==> src/rtl/shift_register_pkg.sv <==
// Shared opcodes, FSM state encodings and shift_step modes for the shift register unit.
package shift_register_pkg;

  localparam logic [2:0] HOLD   = 3'b000;
  localparam logic [2:0] LOAD   = 3'b001;
  localparam logic [2:0] SHIFTR = 3'b010;
  localparam logic [2:0] SHIFTL = 3'b011;
  localparam logic [2:0] CLEAR  = 3'b100;
  localparam logic [2:0] ROTR   = 3'b101;
  localparam logic [2:0] ROTL   = 3'b110;
  localparam logic [2:0] MSHIFT = 3'b111;

  localparam logic [0:0] IDLE     = 1'b0;
  localparam logic [0:0] SHIFTING = 1'b1;

  // Bit 1 selects rotate, bit 0 selects left.
  localparam logic [1:0] MODE_SHR = 2'b00;
  localparam logic [1:0] MODE_SHL = 2'b01;
  localparam logic [1:0] MODE_ROR = 2'b10;
  localparam logic [1:0] MODE_ROL = 2'b11;

endpackage

==> src/rtl/shift_step.sv <==
// One combinational shift/rotate step; shared by single-cycle opcodes and MSHIFT steps.
module shift_step
  import shift_register_pkg::*;
#(
  parameter int WIDTH = 4
) (
  input  logic [WIDTH-1:0] value,
  input  logic [1:0]       mode,
  input  logic             fill,
  output logic [WIDTH-1:0] next_value,
  output logic             ejected
);

  always_comb begin
    next_value = value;
    ejected    = 1'b0;
    case (mode)
      MODE_SHR: begin
        next_value = {fill, value[WIDTH-1:1]};
        ejected    = value[0];
      end
      MODE_SHL: begin
        next_value = {value[WIDTH-2:0], fill};
        ejected    = value[WIDTH-1];
      end
      MODE_ROR: begin
        next_value = {value[0], value[WIDTH-1:1]};
        ejected    = value[0];
      end
      MODE_ROL: begin
        next_value = {value[WIDTH-2:0], value[WIDTH-1]};
        ejected    = value[WIDTH-1];
      end
      default: begin
        next_value = value;
        ejected    = 1'b0;
      end
    endcase
  end

endmodule

==> src/rtl/shift_register_unit.sv <==
// Operand/accumulator register: hold/load/shift/rotate/clear plus a multi-cycle
// shift-by-N (MSHIFT) with busy/done handshake. busy is a direct decode of the FSM state.
module shift_register_unit
  import shift_register_pkg::*;
#(
  parameter int WIDTH   = 4,
  parameter int SHAMT_W = 3
) (
  input  logic               clock,
  input  logic               reset_n,
  input  logic [2:0]         instruction,
  input  logic [WIDTH-1:0]   inX,
  input  logic               serial_in,
  input  logic               dir,
  input  logic [SHAMT_W-1:0] shamt,
  output logic [WIDTH-1:0]   outX,
  output logic               serial_out,
  output logic               busy,
  output logic               done
);

  localparam logic [SHAMT_W-1:0] COUNT_ONE = SHAMT_W'(1);

  logic [WIDTH-1:0]   data_q;
  logic               serial_q;
  logic               done_q;
  logic [0:0]         state_q;
  logic [SHAMT_W-1:0] count_q;
  logic               dir_q;
  logic               fill_q;

  logic [1:0]         step_mode;
  logic               step_fill;
  logic [WIDTH-1:0]   step_value;
  logic               step_ejected;

  // While shifting, the step follows the latched direction/fill, not the live inputs.
  always_comb begin
    step_mode = MODE_SHR;
    step_fill = serial_in;
    if (state_q == SHIFTING) begin
      step_mode = dir_q ? MODE_SHL : MODE_SHR;
      step_fill = fill_q;
    end else begin
      case (instruction)
        SHIFTR:  step_mode = MODE_SHR;
        SHIFTL:  step_mode = MODE_SHL;
        ROTR:    step_mode = MODE_ROR;
        ROTL:    step_mode = MODE_ROL;
        default: step_mode = MODE_SHR;
      endcase
    end
  end

  shift_step #(.WIDTH(WIDTH)) u_step (
    .value      (data_q),
    .mode       (step_mode),
    .fill       (step_fill),
    .next_value (step_value),
    .ejected    (step_ejected)
  );

  always_ff @(posedge clock) begin
    if (!reset_n) begin
      data_q   <= '0;
      serial_q <= 1'b0;
      done_q   <= 1'b0;
      state_q  <= IDLE;
      count_q  <= '0;
      dir_q    <= 1'b0;
      fill_q   <= 1'b0;
    end else begin
      done_q <= 1'b0;
      case (state_q)
        IDLE: begin
          case (instruction)
            LOAD: data_q <= inX;
            SHIFTR, SHIFTL, ROTR, ROTL: begin
              data_q   <= step_value;
              serial_q <= step_ejected;
            end
            CLEAR: data_q <= '0;
            MSHIFT: begin
              if (shamt == '0) begin
                done_q <= 1'b1;
              end else begin
                count_q <= shamt;
                dir_q   <= dir;
                fill_q  <= serial_in;
                state_q <= SHIFTING;
              end
            end
            default: ;
          endcase
        end
        SHIFTING: begin
          if (instruction == CLEAR) begin
            data_q  <= '0;
            count_q <= '0;
            state_q <= IDLE;
          end else begin
            data_q   <= step_value;
            serial_q <= step_ejected;
            count_q  <= count_q - COUNT_ONE;
            // Last step: done rises at the same edge busy falls.
            if (count_q == COUNT_ONE) begin
              state_q <= IDLE;
              done_q  <= 1'b1;
            end
          end
        end
        default: state_q <= IDLE;
      endcase
    end
  end

  assign outX       = data_q;
  assign serial_out = serial_q;
  assign busy       = (state_q == SHIFTING);
  assign done       = done_q;

endmodule
==> config.mk <==
export PLATFORM = sky130hd
export DESIGN_NAME = shift_register_unit
export DESIGN_NICKNAME = d
export VERILOG_FILES = /design/src/rtl/shift_register_pkg.sv /design/src/rtl/shift_step.sv /design/src/rtl/shift_register_unit.sv
export SDC_FILE = /design/constraint.sdc
export NUM_CORES = 1
export LEC_CHECK = 0
export BUFFER_PORTS_ARGS = -buffer_cell sky130_fd_sc_hd__buf_2
export CAP_MARGIN = 20
export CORE_MARGIN = 4
export CORE_UTILIZATION = 40
export DETAILED_ROUTE_END_ITERATION = 7
export SYNTH_ARGS = -nofsm -noshare
export SYNTH_HDL_FRONTEND = slang
export SYNTH_SLANG_ARGS = --single-unit
==> constraint.sdc <==
create_clock -name clock -period 1.7 [get_ports clock]
set_input_delay 0.255 -clock clock [delete_from_list [all_inputs] [get_ports clock]]
set_output_delay 0.255 -clock clock [all_outputs]
set_load 0.02 [all_outputs]
* Word level (Yosys, flattened, before mapping)
Cells that the tools add are included.
Word-level totals: bits in registers 12, input bits 14, output and inout port bits 7, logic and storage cells 60
Operators by class: add/subtract/negate cells 1, equal/unequal tests 16, multiplexer cells 26, bitwise logic cells 2, reduce and logical (&&, ||, !) cells 8
Operator list (number):
- case mux 4 bit (4 select lines) | 1
- equality test 3 bit (second input constant) | 4
- 2-to-1 mux 1 bit | 12
- case mux 4 bit (3 select lines) | 1
- 2-to-1 mux 3 bit | 3
- case mux 1 bit (2 select lines) | 4
- case mux 4 bit (2 select lines) | 1
- equality test 3 x 1 -> 1 bit (second input constant) | 2
- equality test 3 x 2 -> 1 bit (second input constant) | 2
- case mux 2 bit (3 select lines) | 1
- case mux 3 bit (2 select lines) | 1
- equality test 2 bit (second input constant) | 2
- 2-to-1 mux 4 bit | 1
- inequality test 2 x 1 -> 1 bit (second input constant) | 2
- inequality test 2 bit (second input constant) | 2
- inequality test 4 x 2 -> 1 bit (second input constant) | 1
- AND reduction 2 bit | 2
- OR reduction 2 bit | 2
- OR reduction 4 bit | 1
- zero test 3 bit | 1
- AND reduction 3 bit | 1
- subtractor 3 x 1 -> 3 bit (second input constant) | 1
- equality test 2 x 1 -> 1 bit (second input constant) | 1
- zero test 2 bit | 1
- other kinds (2) | 3

* Depth between registers and ports, before layout
Gate-level depths: netlist (run 1).
word-level depth 8, depth in mapped cells 6, mapped depth without buffers 6

* Modules after synthesis
From an unflattened synthesis (run 1), not the netlist that was laid out.
Second synthesis, totals: cell total of the unflattened synthesis 110, area, all modules 940.9 sq um
Modules (own cells, without submodules):
- shift_register_unit | times used 1, cells an instance 100, area each 847.1 sq um, sequential area each 240.2 sq um
- shift_step | times used 1, cells an instance 10, area each 93.8 sq um, sequential area each 0.0 sq um

* Worst setup path before layout (run 1)
OpenSTA, ideal clock, no wires.
kind reg2reg, start reg state_q (netlist: busy), end reg data_q[0] (netlist: outX[0]), library setup time 126 ps, arrival time 1401 ps, required time 1574 ps, setup slack 172 ps, cell stages (with the launch flop) 5, path buffers 0, period minus slack after synthesis 1528 ps, path through dfxtp_1 mux2_2 a31o_2 a221oi_2 nor4b_2
Between the ends: longest elaborated chain between the ends 5, elaborated cells on any way between the ends 12, those cells by class 4 x eq/ne; 6 x mux; 1 x bitwise; 1 x reduce/logical
RTL lines:
- start, declared | RTL line shift_register_unit.sv:27 | logic [0:0] state_q;
- start signal, assigned | RTL line shift_register_unit.sv:68 | state_q <= IDLE;
- start signal, assigned | RTL line shift_register_unit.sv:90 | state_q <= SHIFTING;
- start signal, assigned | RTL line shift_register_unit.sv:100 | state_q <= IDLE;
- 2-to-1 mux 2 bit | RTL line shift_register_unit.sv:41 | if (state_q == SHIFTING) begin
- equality test 2 bit, or another cell as far along | RTL line shift_step.sv:17 | case (mode)
- case mux 4 bit (4 select lines) | RTL line shift_step.sv:17
- case mux 4 bit (3 select lines) or 2-to-1 mux 4 bit (tied branches) | RTL line shift_register_unit.sv:76, shift_register_unit.sv:97
- case mux 4 bit (2 select lines) | RTL line shift_register_unit.sv:74 | case (state_q)
- end signal, assigned | RTL line shift_register_unit.sv:77 | LOAD: data_q <= inX;
- end signal, assigned | RTL line shift_register_unit.sv:79 | data_q <= step_value;
- end signal, assigned | RTL line shift_register_unit.sv:102 | data_q <= step_value;
- end, declared | RTL line shift_register_unit.sv:24 | logic [WIDTH-1:0] data_q;
Parallel ways exist; a longest one is shown, timed or not. A chain may end at the register's enable or synchronous reset.

* Worst setup path after layout (run 1)
Same ends and word-level chain as after synthesis.

==> impl_results.md, run 1 <==
- CTS max path bufs: 2
- Min Tclk post-route: 1.47 ns
- FF-to-FF setup slack: 0.23 ns
- Top Metal Used: met4
- Detailed-route DRC error count: 0
- Clk Latency, worst-skew pair: 0.27 ns
- Top-level port count: 21
- Mux share of post-synthesis cell area: 0.0998
- Initial antenna violation count: 0
- Most frequent cells in the layout: 20 x buf_2, 12 x dfxtp_1, 6 x inv_1, 6 x mux2i_1
- Yosys cell types: 43
- Post-DRT Antenna Nets: 0
- Post-synth top flop: dfxtp_1
- Via count: 739
- Worst relative slew slack: 0.695
- Post-Syn Area per Cell: 9.09 um^2
- Power Density: 734 nW/um^2
- WP data arrival: 1.63 ns
- Hold Crit Class: input pin to flop
- Synthesized flop and latch total: 12
- Core area: 1960 um^2
- Met2 WL: 886 um
- Die extent in y: 53.5 um
- Synthesized area: 827 um^2
- Critical Path End Type: flop
- Reg2reg end: outX[0]$_SDFFE_PN0P_
- Setup-failing EPs final: 0
- CTS-repair resized insts: 0
- Final Core Density: 0.495
- Starting Density: 0.422
- Post-Synth Adder-Cell Area: 0.0303
- First-pass GRT wire length: 3.09 mm
- Synth Area in Simple Gates: 0.212
- Met1 wire length: 885 um
- P_leak: 0.403 nW
- Hold Buf Count CTS: 0
- Grt ovf: 0
- Achievable frequency: 0.682 GHz
- Clock skew: 0.00630 ns
- Clock sink count: 12
- Clock-pin slew on the worst setup and hold paths: 0.08 ns
- Root Buffer: clkbuf_4
- Final Hold Fails: 0
- Post-synthesis xor/xnor area fraction: 0.0212
- Seq/Total Area, Yosys: 0.290
- Synth Warn #: 0
- CP Launch Type: flop
- Vias per Instance: 5.32
- Number of max-cap violations: 0
- Post-synth EDFFs: 0
- Num rows: 16
- Htree depth: 1
- Worst Setup SP: busy$_SDFF_PN0_
- CP Class: flop to flop
- Critical Path RT: 1.86 ns
- Fin area: 971 um^2
- Layout net count: 129
- WL met3: 94 um
- Pre-antenna DRT Iters: 4
- Largest family of logic cells by synthesized area: compound AO/OA/AOI/OAI gates
- CTS tree: yes
- Mapped Cells: 91
- Fin Setup TNS: 0 ns
- R2R cell count: 4
- Detailed Route WL: 1.88 mm
- Max Slew Vio Count: 0
- Largest net degree at the start of global routing: 13
- TritonCTS Buffers: 3
- Final period utilization: 0.862
- Layout cells sized above 1: 0.313
- Fraction of registers with async set or reset after synthesis: 0
- Post-synthesis compound-gate area fraction: 0.269
- Syn nets: 107
- Total GRT Usage: 0.150
- Critical Path End: outX[0]$_SDFFE_PN0P_
- HPWL after detailed placement: 1.45 mm
- Placed cell area: 935 um^2
- Full die area: 2860 um^2
- Wire per inst: 13.5 um
- Area growth from synthesis to layout: 17.4%
- Post-CTS setup buffer count: 0
- Routability-driven placement congestion ratio: 0.868
- Worst-margin pin slew: 0.452 ns
- VDD IR-drop max: 0.408 mV
- Critical-path maximum fanout: 8
- Status: finished, final reports clean
- Iter 0 DRT Violations: 11
- Worst reg2reg startpoint: busy$_SDFF_PN0_
- RSZ-0062 raised after global routing: no
- # port buffers: 20
- Diodes inserted: 0
- Most common cell after layout, fill and taps aside: buf_2
- Vias in the first global route: 703
- Die X: 53.5 um
## critical path, stage by stage, from the launching register on
cell and delay (ns):
dfxtp_1 0.44, mux2_2 0.36, a31o_2 0.23, a221oi_2 0.25, nor4b_2 0.08
## power by group
group          switching, mW  total (mW)  internal [mW]
Combinational         0.0931       0.170         0.0764
Sequential            0.0151       0.313          0.298
Clock                 0.0998       0.230          0.130
Total                  0.208       0.713          0.505
## worst min-delay path by stage
stage / slack (ns) / start / end / cells past startpoint
after global placement: 0.48 / inX[2] / outX[2]$_SDFFE_PN0P_ / 3
after floorplan: 0.37 / inX[1] / outX[1]$_SDFFE_PN0P_ / 2
final: 0.20 / inX[1] / outX[1]$_SDFFE_PN0P_ / 3
after global routing: 0.22 / inX[2] / outX[2]$_SDFFE_PN0P_ / 3
after detailed placement: 0.48 / inX[1] / outX[1]$_SDFFE_PN0P_ / 3
after CTS: 0.19 / inX[1] / outX[1]$_SDFFE_PN0P_ / 3
## per-layer routing
metal / vias to the layer above / GRT usage
met1: 341 / 0.193
met3: 2 / 0.0282
met2: 13 / 0.229
met4: 0 / 0.0851
met5: - / 0
li1: 383 / -
## cell families after synthesis
logic type | Yosys count
AO/OA/AOI/OAI | 31
XOR/XNOR | 2
adder cells (fa/ha/maj) | 2
buffers and inverters | 11
flip-flops | 12
multiplexers | 8
AND/OR/NAND/NOR | 25
## flip-flops by register name (all words and copies together) (netlist names)
signal      count
outX            4
count_q         3
busy            1
dir_q           1
done            1
fill_q          1
serial_out      1
## synthesized netlist by cell type, types with 2 or more instances
cell type | count | area (um^2)
dfxtp_1 | 12 | 240
o21ai_0 | 5 | 25.0
o21ai_1 | 4 | 20.0
nor2b_1 | 4 | 25.0
buf_6 | 2 | 22.5
a32oi_1 | 3 | 26.3
ha_1 | 2 | 25.0
o211a_1 | 2 | 20.0
nand2_1 | 3 | 11.3
inv_1 | 6 | 22.5
nor3b_1 | 2 | 15.0
nand2b_1 | 2 | 12.5
nand3b_1 | 2 | 15.0
buf_4 | 2 | 15.0
o21a_1 | 2 | 15.0
a21oi_1 | 5 | 25.0
mux2i_1 | 6 | 60.1
mux2_2 | 2 | 22.5
## area by class of cell
type / count / area (um^2)
Fill cell: 214 / 991
Multi-Input combinational cell: 68 / 523
Sequential cell: 12 / 240
Timing Repair Buffer: 22 / 115
Clock buffer: 4 / 36.3
Tap cell: 27 / 33.8
Inverter: 6 / 22.5
## stage by stage
step                cells  setup WS [ns]  hold slack [ns]  total power, mW
floorplan              91          0.172            0.374            0.446
global placement      135          0.228            0.476            0.488
detailed placement    135          0.231            0.476            0.491
CTS                   139          0.219            0.192            0.721
global route          139          0.154            0.215            0.751
finish                139          0.234            0.195            0.713
Note: power is estimated with default switching activity, not from simulation.
==> run 2, diff against run 1 <==
==> constraint.sdc (replaced) <==
create_clock -name clock -period 1.84 [get_ports clock]
set_input_delay 0.276 -clock clock [delete_from_list [all_inputs] [get_ports clock]]
set_output_delay 0.276 -clock clock [all_outputs]
set_load 0.02 [all_outputs]
==> run 2 against run 1 <==
  * Critical path depth increased by 1
  * Register-to-register slack improved by 0.06 ns
  * Wire length increased by 3.4%
  * Combinational power decreased by 6%
  * Cell area unchanged
  * Fmax decreased by 5.0%
  * Clock power decreased by 7%
  * Sequential cell count unchanged
  * First-iteration DRC count decreased by 27%
  * Clock skew decreased by 0.0021 ns
  * Critical endpoint unchanged
  * Largest power group unchanged
==> impl_results.md, run 2 (same netlist as run 1, synthesis figures left out) <==
- Clock skew: 0.00416 ns (-0.00214 ns)
- Hold Buf Count CTS: 0 (unchanged)
- Worst-margin pin slew: 0.530 ns (+0.0781 ns)
- Multi-input logic area: 523 um^2 (unchanged)
- Reg2reg end: outX[0]$_SDFFE_PN0P_
- Full die area: 2860 um^2 (unchanged)
- Max Slew Vio Count: 0 (unchanged)
- First-pass GRT wire length: 3.24 mm (+4.9%)
- Setup-failing EPs final: 0 (unchanged)
- Min Tclk post-route: 1.54 ns (+0.0773 ns)
- Root Buffer: clkbuf_4
- Worst hold stages: 3 (unchanged)
- Diodes inserted: 0 (unchanged)
- Met2 WL: 909 um (+2.6%)
- Htree depth: 1 (unchanged)
- RSZ-0062 raised after global routing: no
- Post-CTS setup buffer count: 0 (unchanged)
- Most frequent cells in the layout: 20 x buf_2, 12 x dfxtp_1, 6 x inv_1, 6 x mux2i_1
- Clk Latency, worst-skew pair: 0.27 ns (about the same)
- Final Hold Fails: 0 (unchanged)
- Achievable frequency: 0.648 GHz (-5.0%)
- Met1 wire length: 900 um (+1.7%)
- WL met3: 110 um (+17%)
- VDD IR-drop max: 0.467 mV (+14%)
- Routability-driven placement congestion ratio: 0.860 (-0.93%)
- Core area: 1960 um^2 (unchanged)
- Power Density: 681 nW/um^2 (-7.2%)
- Clock sink count: 12 (unchanged)
- Top Metal Used: met4
- Fin area: 971 um^2 (unchanged)
- Worst Hold End: outX[2]$_SDFFE_PN0P_
- Placed cell area: 935 um^2 (unchanged)
- Vias per Instance: 5.46 (+2.7%)
- CTS tree: yes
- Critical Path RT: 2.03 ns (+0.17 ns)
- CP Launch Type: flop
- Status: finished, final reports clean
- Max reg flops: 4 (unchanged)
- Detailed-route DRC error count: 0 (unchanged)
- Pre-antenna DRT Iters: 4 (unchanged)
- Most common cell after layout, fill and taps aside: buf_2
- FF-to-FF setup slack: 0.30 ns (+0.06 ns)
- Number of max-cap violations: 0 (unchanged)
- HPWL after detailed placement: 1.52 mm (+4.8%)
- TritonCTS Buffers: 3 (unchanged)
- Fin Setup TNS: 0 ns (unchanged)
- Layout net count: 129 (unchanged)
- Die extent in y: 53.5 um (unchanged)
- CTS-repair resized insts: 0 (unchanged)
- Final period utilization: 0.839 (-0.0236)
- Area growth from synthesis to layout: 17.4% (unchanged)
- CP Class: flop to flop
- Post-DRT Antenna Nets: 0 (unchanged)
- Total GRT Usage: 0.159 (+0.00962)
- Hold Worst Slack: 0.213 ns (+0.0177 ns)
- Critical Path End Type: flop
- Place WS: 0.326 ns (+0.0943 ns)
- Die X: 53.5 um (unchanged)
- PnR worst setup slack: 0.296 ns (+0.0627 ns)
- Grt ovf: 0 (unchanged)
- Detailed Route WL: 1.94 mm (+3.4%)
- Hold Crit Class: input pin to flop
- Vias in the first global route: 744 (+5.8%)
- # port buffers: 20 (unchanged)
- Top-level port count: 21 (unchanged)
- Critical-path maximum fanout: 10 (+2)
- Iter 0 DRT Violations: 8 (-3)
- Clock-pin slew on the worst setup and hold paths: 0.08 ns (about the same)
- Initial antenna violation count: 0 (unchanged)
- CTS max path bufs: 2 (unchanged)
- P_leak: 0.403 nW (unchanged)
- Layout cells sized above 1: 0.313 (unchanged)
- Hold Startpoint: inX[2]
- Worst relative slew slack: 0.643 (-0.0526)
- Worst reg2reg startpoint: busy$_SDFF_PN0_
- Via count: 759 (+2.7%)
- Largest net degree at the start of global routing: 13 (unchanged)
- WP data arrival: 1.74 ns (+0.11 ns)
- Sequential cell area: 240 um^2 (unchanged)
- Num rows: 16 (unchanged)
- R2R cell count: 5 (+1)
- Fillers: 220 (+2.8%)
- Starting Density: 0.422 (unchanged)
- Wire per inst: 13.9 um (+3.4%)
## run 2: how the worst max path moves through the flow
stage,start,endpoint,slack [ns]
after floorplan,busy$_SDFF_PN0_,outX[0]$_SDFFE_PN0P_,0.31
after global placement,instruction[0],count_q[0]$_SDFFE_PN0P_,0.30
after detailed placement,instruction[0],count_q[0]$_SDFFE_PN0P_,0.33
after CTS,busy$_SDFF_PN0_,outX[0]$_SDFFE_PN0P_,0.31
after global routing,busy$_SDFF_PN0_,outX[0]$_SDFFE_PN0P_,0.19
final,busy$_SDFF_PN0_,outX[0]$_SDFFE_PN0P_,0.30
## run 2: cell type report
type	instances	area share
Multi-Input combinational cell	68	0.539
Tap cell	27	0.0348
Clock buffer	4	0.0374
Sequential cell	12	0.247
Inverter	6	0.0232
Timing Repair Buffer	22	0.119
## run 2: stage by stage
stage	total power, mW	util	std cells
finish	0.661	0.495	139
global route	0.701	0.495	139
CTS	0.668	0.495	139
detailed placement	0.455	0.476	135
global placement	0.452	0.476	135
floorplan	0.412	-	91
## run 2: power by group
part	total, mW	switching [mW]	internal (mW)
clock	0.213	0.0923	0.120
sequential	0.290	0.0145	0.275
combinational	0.159	0.0875	0.0711
## run 2: critical path, cell delays in order, from the launching register on
cell	delay (ns)
dfxtp_1	0.39
buf_4	0.20
nand2b_1	0.19
o311ai_1	0.34
a221oi_2	0.10
nor4b_2	0.24
## run 2: per-layer routing
layer,vias up,track usage
met5,-,0
met2,19,0.251
met4,0,0.0766
met3,4,0.0338
met1,357,0.202
li1,379,-
